===== src/rtl/simon_key_expand.sv =====
// Simon 32/64 key-schedule engine: latches a 64-bit master key on start and
// expands it into 32 round keys, one per cycle, held in a readable register file.
module simon_key_expand #(
    parameter int WORD   = 16,
    parameter int KWORDS = 4,
    parameter int ROUNDS = 32
) (
    input  logic                     clk,
    input  logic                     res,
    input  logic                     start,
    input  logic [WORD*KWORDS-1:0]   key_in,
    output logic                     busy,
    output logic                     key_done,
    input  logic [$clog2(ROUNDS)-1:0] rk_idx,
    output logic [WORD-1:0]          rk_out,
    output logic [1:0]               state_dbg
);

    localparam int IW = $clog2(ROUNDS);

    localparam logic [1:0] ST_IDLE = 2'b00;
    localparam logic [1:0] ST_GEN  = 2'b01;
    localparam logic [1:0] ST_DONE = 2'b10;

    // z0[0] is the leftmost bit of the literal, so sequence bit j lives at Z0[61-j].
    localparam logic [61:0] Z0 =
        62'b11111010001001010110000111001101111101000100101011000011100110;

    // ~k ^ 3 folded into a single XOR constant.
    localparam logic [WORD-1:0] C_MASK = ~WORD'(3);

    localparam logic [IW-1:0] CNT_LOAD = IW'(KWORDS);
    localparam logic [IW-1:0] CNT_LAST = IW'(ROUNDS - 1);

    // Handshake: start is a single-cycle request sampled only in IDLE or DONE;
    // key_done is a level that stays high until the next accepted start or reset.

    logic [1:0]      state;
    logic [IW-1:0]   cnt;
    logic [WORD-1:0] rk [ROUNDS];

    logic [WORD-1:0] w_m1;
    logic [WORD-1:0] w_m3;
    logic [WORD-1:0] w_m4;
    logic [WORD-1:0] tmp;
    logic [WORD-1:0] k_new;
    logic [5:0]      z_idx;
    logic            z_bit;
    logic            accept;

    assign busy      = (state == ST_GEN);
    assign key_done  = (state == ST_DONE);
    assign state_dbg = state;
    assign accept    = start && ((state == ST_IDLE) || (state == ST_DONE));

    always_comb begin
        w_m1  = rk[cnt - IW'(1)];
        w_m3  = rk[cnt - IW'(3)];
        w_m4  = rk[cnt - IW'(4)];
        z_idx = 6'd61 - 6'(cnt - IW'(4));
        z_bit = Z0[z_idx];
        tmp   = {w_m1[2:0], w_m1[WORD-1:3]} ^ w_m3;
        k_new = w_m4 ^ tmp ^ {tmp[0], tmp[WORD-1:1]} ^ C_MASK
              ^ {{(WORD-1){1'b0}}, z_bit};
    end

    always_ff @(posedge clk or posedge res) begin
        if (res) begin
            state  <= ST_IDLE;
            cnt    <= '0;
            rk_out <= '0;
            for (int i = 0; i < ROUNDS; i++) begin
                rk[i] <= '0;
            end
        end else begin
            // Read before write: an entry written this edge still returns its old value.
            rk_out <= rk[rk_idx];
            case (state)
                ST_IDLE, ST_DONE: begin
                    if (accept) begin
                        for (int j = 0; j < KWORDS; j++) begin
                            rk[j] <= key_in[j*WORD +: WORD];
                        end
                        cnt   <= CNT_LOAD;
                        state <= ST_GEN;
                    end
                end
                ST_GEN: begin
                    rk[cnt] <= k_new;
                    cnt     <= cnt + IW'(1);
                    if (cnt == CNT_LAST) begin
                        state <= ST_DONE;
                    end
                end
                default: begin
                    state <= ST_IDLE;
                end
            endcase
        end
    end

endmodule


===== config.mk =====
export PLATFORM = sky130hd
export DESIGN_NAME = simon_key_expand
export DESIGN_NICKNAME = d
export VERILOG_FILES = /design/src/rtl/simon_key_expand.sv
export SDC_FILE = /design/constraint.sdc
export NUM_CORES = 2
export LEC_CHECK = 0
export BUFFER_PORTS_ARGS = -buffer_cell sky130_fd_sc_hd__buf_4
export CAP_MARGIN = 20
export CORE_MARGIN = 5
export CORE_UTILIZATION = 64
export DETAILED_ROUTE_END_ITERATION = 7
export MAX_ROUTING_LAYER = met4
export PLACE_DENSITY = 0.81
export SYNTH_ARGS = -nofsm -noshare
export SYNTH_HDL_FRONTEND = slang
export SYNTH_SLANG_ARGS = --single-unit

===== constraint.sdc =====
create_clock -name clk -period 21 [get_ports clk]
set_clock_uncertainty 0.05 [all_clocks]
set_input_delay 3.15 -clock clk [delete_from_list [all_inputs] [get_ports clk]]
set_output_delay 3.15 -clock clk [all_outputs]
set_load 0.02 [all_outputs]

==> impl_metrics.toml <==
[floorplan]
die_w_um = 249
rows = 87
die_area_um2 = 61800
die_h_um = 249
coreArea_um2 = 56400
ioPinCount = 92
initial_utilization_pct = 64.6

[worst_setup_path]
worstPathRequired_ps = 21410
reg2regPathDepth = 13
worstSetupEndpointType = "flip-flop"
path_class = "reg2reg"
crit_arrival_ps = 7350
reg2reg_from = "cnt[1]$_DFFE_PP0P_"
critPathMaxFanout = 55
startpoint = "cnt[1]$_DFFE_PP0P_"
cp-start-kind = "flip-flop"

[logic_synthesis]
yosysWarnings = 0
yosysTopAreaCell = "dfrtp_1"
yosys-top-cells-area = "dfrtp_1 37%, mux4_2 27%, nand2_1 8.0%, o21ai_0 5.9%, mux2i_1 4.6%"
synth_cell_types = 63
synth_edf_count = 0
synth_fp_nets = 3493
synth_cells = 3407
syn_area_um2 = 36400
yosys.area.top_type_share_pct = 36.8
postSynthAreaPerCell_um2 = 10.7
async_flop_share_pct = 100
ys_seq_elements = 535
synth-main-ff-cell = "dfrtp_1"
ys_seq_area_share_pct = 36.8

[timing]
slew_viol_final = 0
rsz0062_at_grt = "no"
period_minus_slack_ps = 6950
hold_viol_final = 0
worst_pin_slew_ps = 1350
setup_violations = 0
slew_headroom_pct = 9.45
fin_crit_sh_pct = 33.1
setup_tns_ps = 0
fmax_mhz = 144

[final_layout]
n_fill_cell = 3806
nNetsFinal = 3377
seqCellArea_um2 = 13400
multiInputGateArea_um2 = 21600
drive_gt1_share_pct = 24.8
area_growth_pct = 7.84

[detailed_routing]
antenna_left = 0
wirelength_met1_um = 41700
drt_iter0_markers = 6527
drc = 6
met3_length_um = 26300
vias = 32600
totalWireLength_um = 135000
vias_per_cell = 7.96
wl_per_cell_um = 33.0
drtPass1Iterations = 8
wl_met2_um = 55200
routed.top_layer = "met4"

[clock_network]
cts-root-buf = "clkbuf_16"
cts_sinks = 535
h-tree-depth = 2
cts_tree = "built"
clk_pin_slew_ps = 60
insertion_delay_ps = 650
cts_buffers = 56
cts_setup_buffers = 0
cts_resized = 0
clockBufferDepth = 3
postCtsHoldBufs = 0

[run]
drv_cap = 0

[global_routing]
grt_pass1_wl_um = 202000
overflow = 0
antenna_found_initial = 5
grt_max_degree = 127
grt_usage_pct = 44.1
grt_pass1_vias = 31800

[worst_hold_path]
whs_path_depth = 2
worstHoldPathType = "reg2reg"
min_from = "rk[112]$_DFFE_PP0P_"

[status]
violations = "DRC"
status = "complete, but fails checks"

[placed_design]
io_buffers = 91
place.gp.congestion = 1.05
hpwlAfterDp_um = 82900
final timing paths:
| check | to | slack, ps |
|---|---|---|
| setup reg to reg | rk[111]$_DFFE_PP0P_ | 14050 |
| max in group asynchronous | rk[433]$_DFFE_PP0P_ | 16020 |
| min in group asynchronous | rk[121]$_DFFE_PP0P_ | 2670 |
| setup / recovery | rk[111]$_DFFE_PP0P_ | 14050 |
| hold reg to reg | rk[112]$_DFFE_PP0P_ | 490 |
| hold / removal | rk[112]$_DFFE_PP0P_ | 490 |
cell type report:
type / count / share of cell area (%)
Inverter: 10 / 0.121
Clock inverter: 17 / 0.315
Tap cell: 756 / 2.41
Timing Repair Buffer: 176 / 3.70
Multi-Input combinational cell: 2512 / 55.1
Antenna cell: 6 / 0.0382
Sequential cell: 535 / 34.1
Clock buffer: 83 / 4.21
critical path, stage by stage, from the launching register on:
cell and delay (ps):
dfrtp_4 1040, inv_1 380, ha_4 880, buf_4 490
buf_4 660, nor2_4 140, buf_4 360, a32o_1 290
a31oi_1 430, a311oi_2 200, xor2_1 620, xor2_2 500
buf_4 390, o21ai_0 170
kinds of logic (layout without fill, tap and decap cells):
kind of cell | after synthesis | after routing | share of synthesized area, %
buffers and inverters | 360 | 286 | 4.60
flip-flops | 535 | 535 | 36.8
multiplexers | 643 | 643 | 32.8
adder cells (fa/ha/maj) | 14 | 14 | 0.481
AO/OA/AOI/OAI | 796 | 796 | 12.6
other | 0 | 6 | 0
XOR/XNOR | 63 | 63 | 1.67
AND/OR/NAND/NOR | 996 | 996 | 11.1
Yosys cell counts (4+ instances only):
| master | instances |
|---|---|
| a2111oi_0 | 4 |
| a211oi_1 | 8 |
| a21oi_1 | 90 |
| a21oi_2 | 4 |
| a22oi_1 | 4 |
| a311oi_1 | 11 |
| a31oi_1 | 42 |
| a32oi_1 | 28 |
| a41oi_1 | 5 |
| and2_1 | 10 |
| and3_1 | 10 |
| buf_1 | 27 |
| buf_2 | 75 |
| buf_4 | 30 |
| buf_6 | 15 |
| clkbuf_1 | 199 |
| clkbuf_2 | 4 |
| dfrtp_1 | 535 |
| ha_1 | 14 |
| inv_1 | 7 |
| mux2_2 | 43 |
| mux2i_1 | 166 |
| mux4_2 | 431 |
| nand2_1 | 772 |
| nand2b_1 | 5 |
| nand3_1 | 86 |
| nand3b_1 | 5 |
| nand4_1 | 18 |
| nor2_1 | 65 |
| nor2b_1 | 4 |
| nor3_1 | 9 |
| nor3b_1 | 8 |
| o211ai_1 | 6 |
| o21ai_0 | 431 |
| o21ai_1 | 16 |
| o21ai_2 | 24 |
| o22ai_1 | 99 |
| xnor2_1 | 38 |
| xor2_1 | 20 |
per-layer routing:
metal / up-vias / track usage (%)
met2: 3491 / 59.2
li1: 12500 / -
met1: 15600 / 52.9
met3: 996 / 22.9
met4: 0 / 27.0
met5: - / -
layout by cell type (no fill, tap or decap), types with 11 or more instances in the layout:
master / netlist / layout
nand4_1: 18 / 18
buf_4: 30 / 166
o21ai_2: 24 / 24
nand2_1: 772 / 752
o22ai_1: 99 / 99
clkbuf_16: 0 / 58
mux4_2: 431 / 431
mux2_2: 43 / 43
o21ai_0: 431 / 431
mux2i_1: 166 / 166
o21ai_1: 16 / 16
a311oi_1: 11 / 11
nor2_1: 65 / 63
ha_1: 14 / 13
a31oi_1: 42 / 42
clkinv_2: 0 / 11
nand2_2: 0 / 20
dfrtp_1: 535 / 533
clkbuf_1: 199 / 13
a21oi_1: 90 / 90
xnor2_1: 38 / 20
a32oi_1: 28 / 28
clkbuf_8: 0 / 15
xor2_1: 20 / 17
nand3_1: 86 / 86
xnor2_2: 1 / 18
per-stage QoR:
step | utilization (%) | worst slack, ps | hold slack (ps) | instances | cell area (um2)
finish | 69.6 | 14050 | 485 | 4095 | 39300
CTS | 69.4 | 14040 | 480 | 4083 | 39100
floorplan | - | 2850 | 427 | 3407 | 36400
detailed placement | 66.2 | 14150 | 466 | 3983 | 37300
global placement | 66.2 | 14450 | 446 | 3982 | 37300
global route | 69.6 | 13970 | 496 | 4094 | 39300
sequential cells by signal (all words and copies together), names as in the netlist:
register,count
cnt,5
rk_out,16
rk,512
state_dbg,2
Power is not shown: default switching activity piles up to over one toggle a cycle in this logic, so the estimate is an artifact.
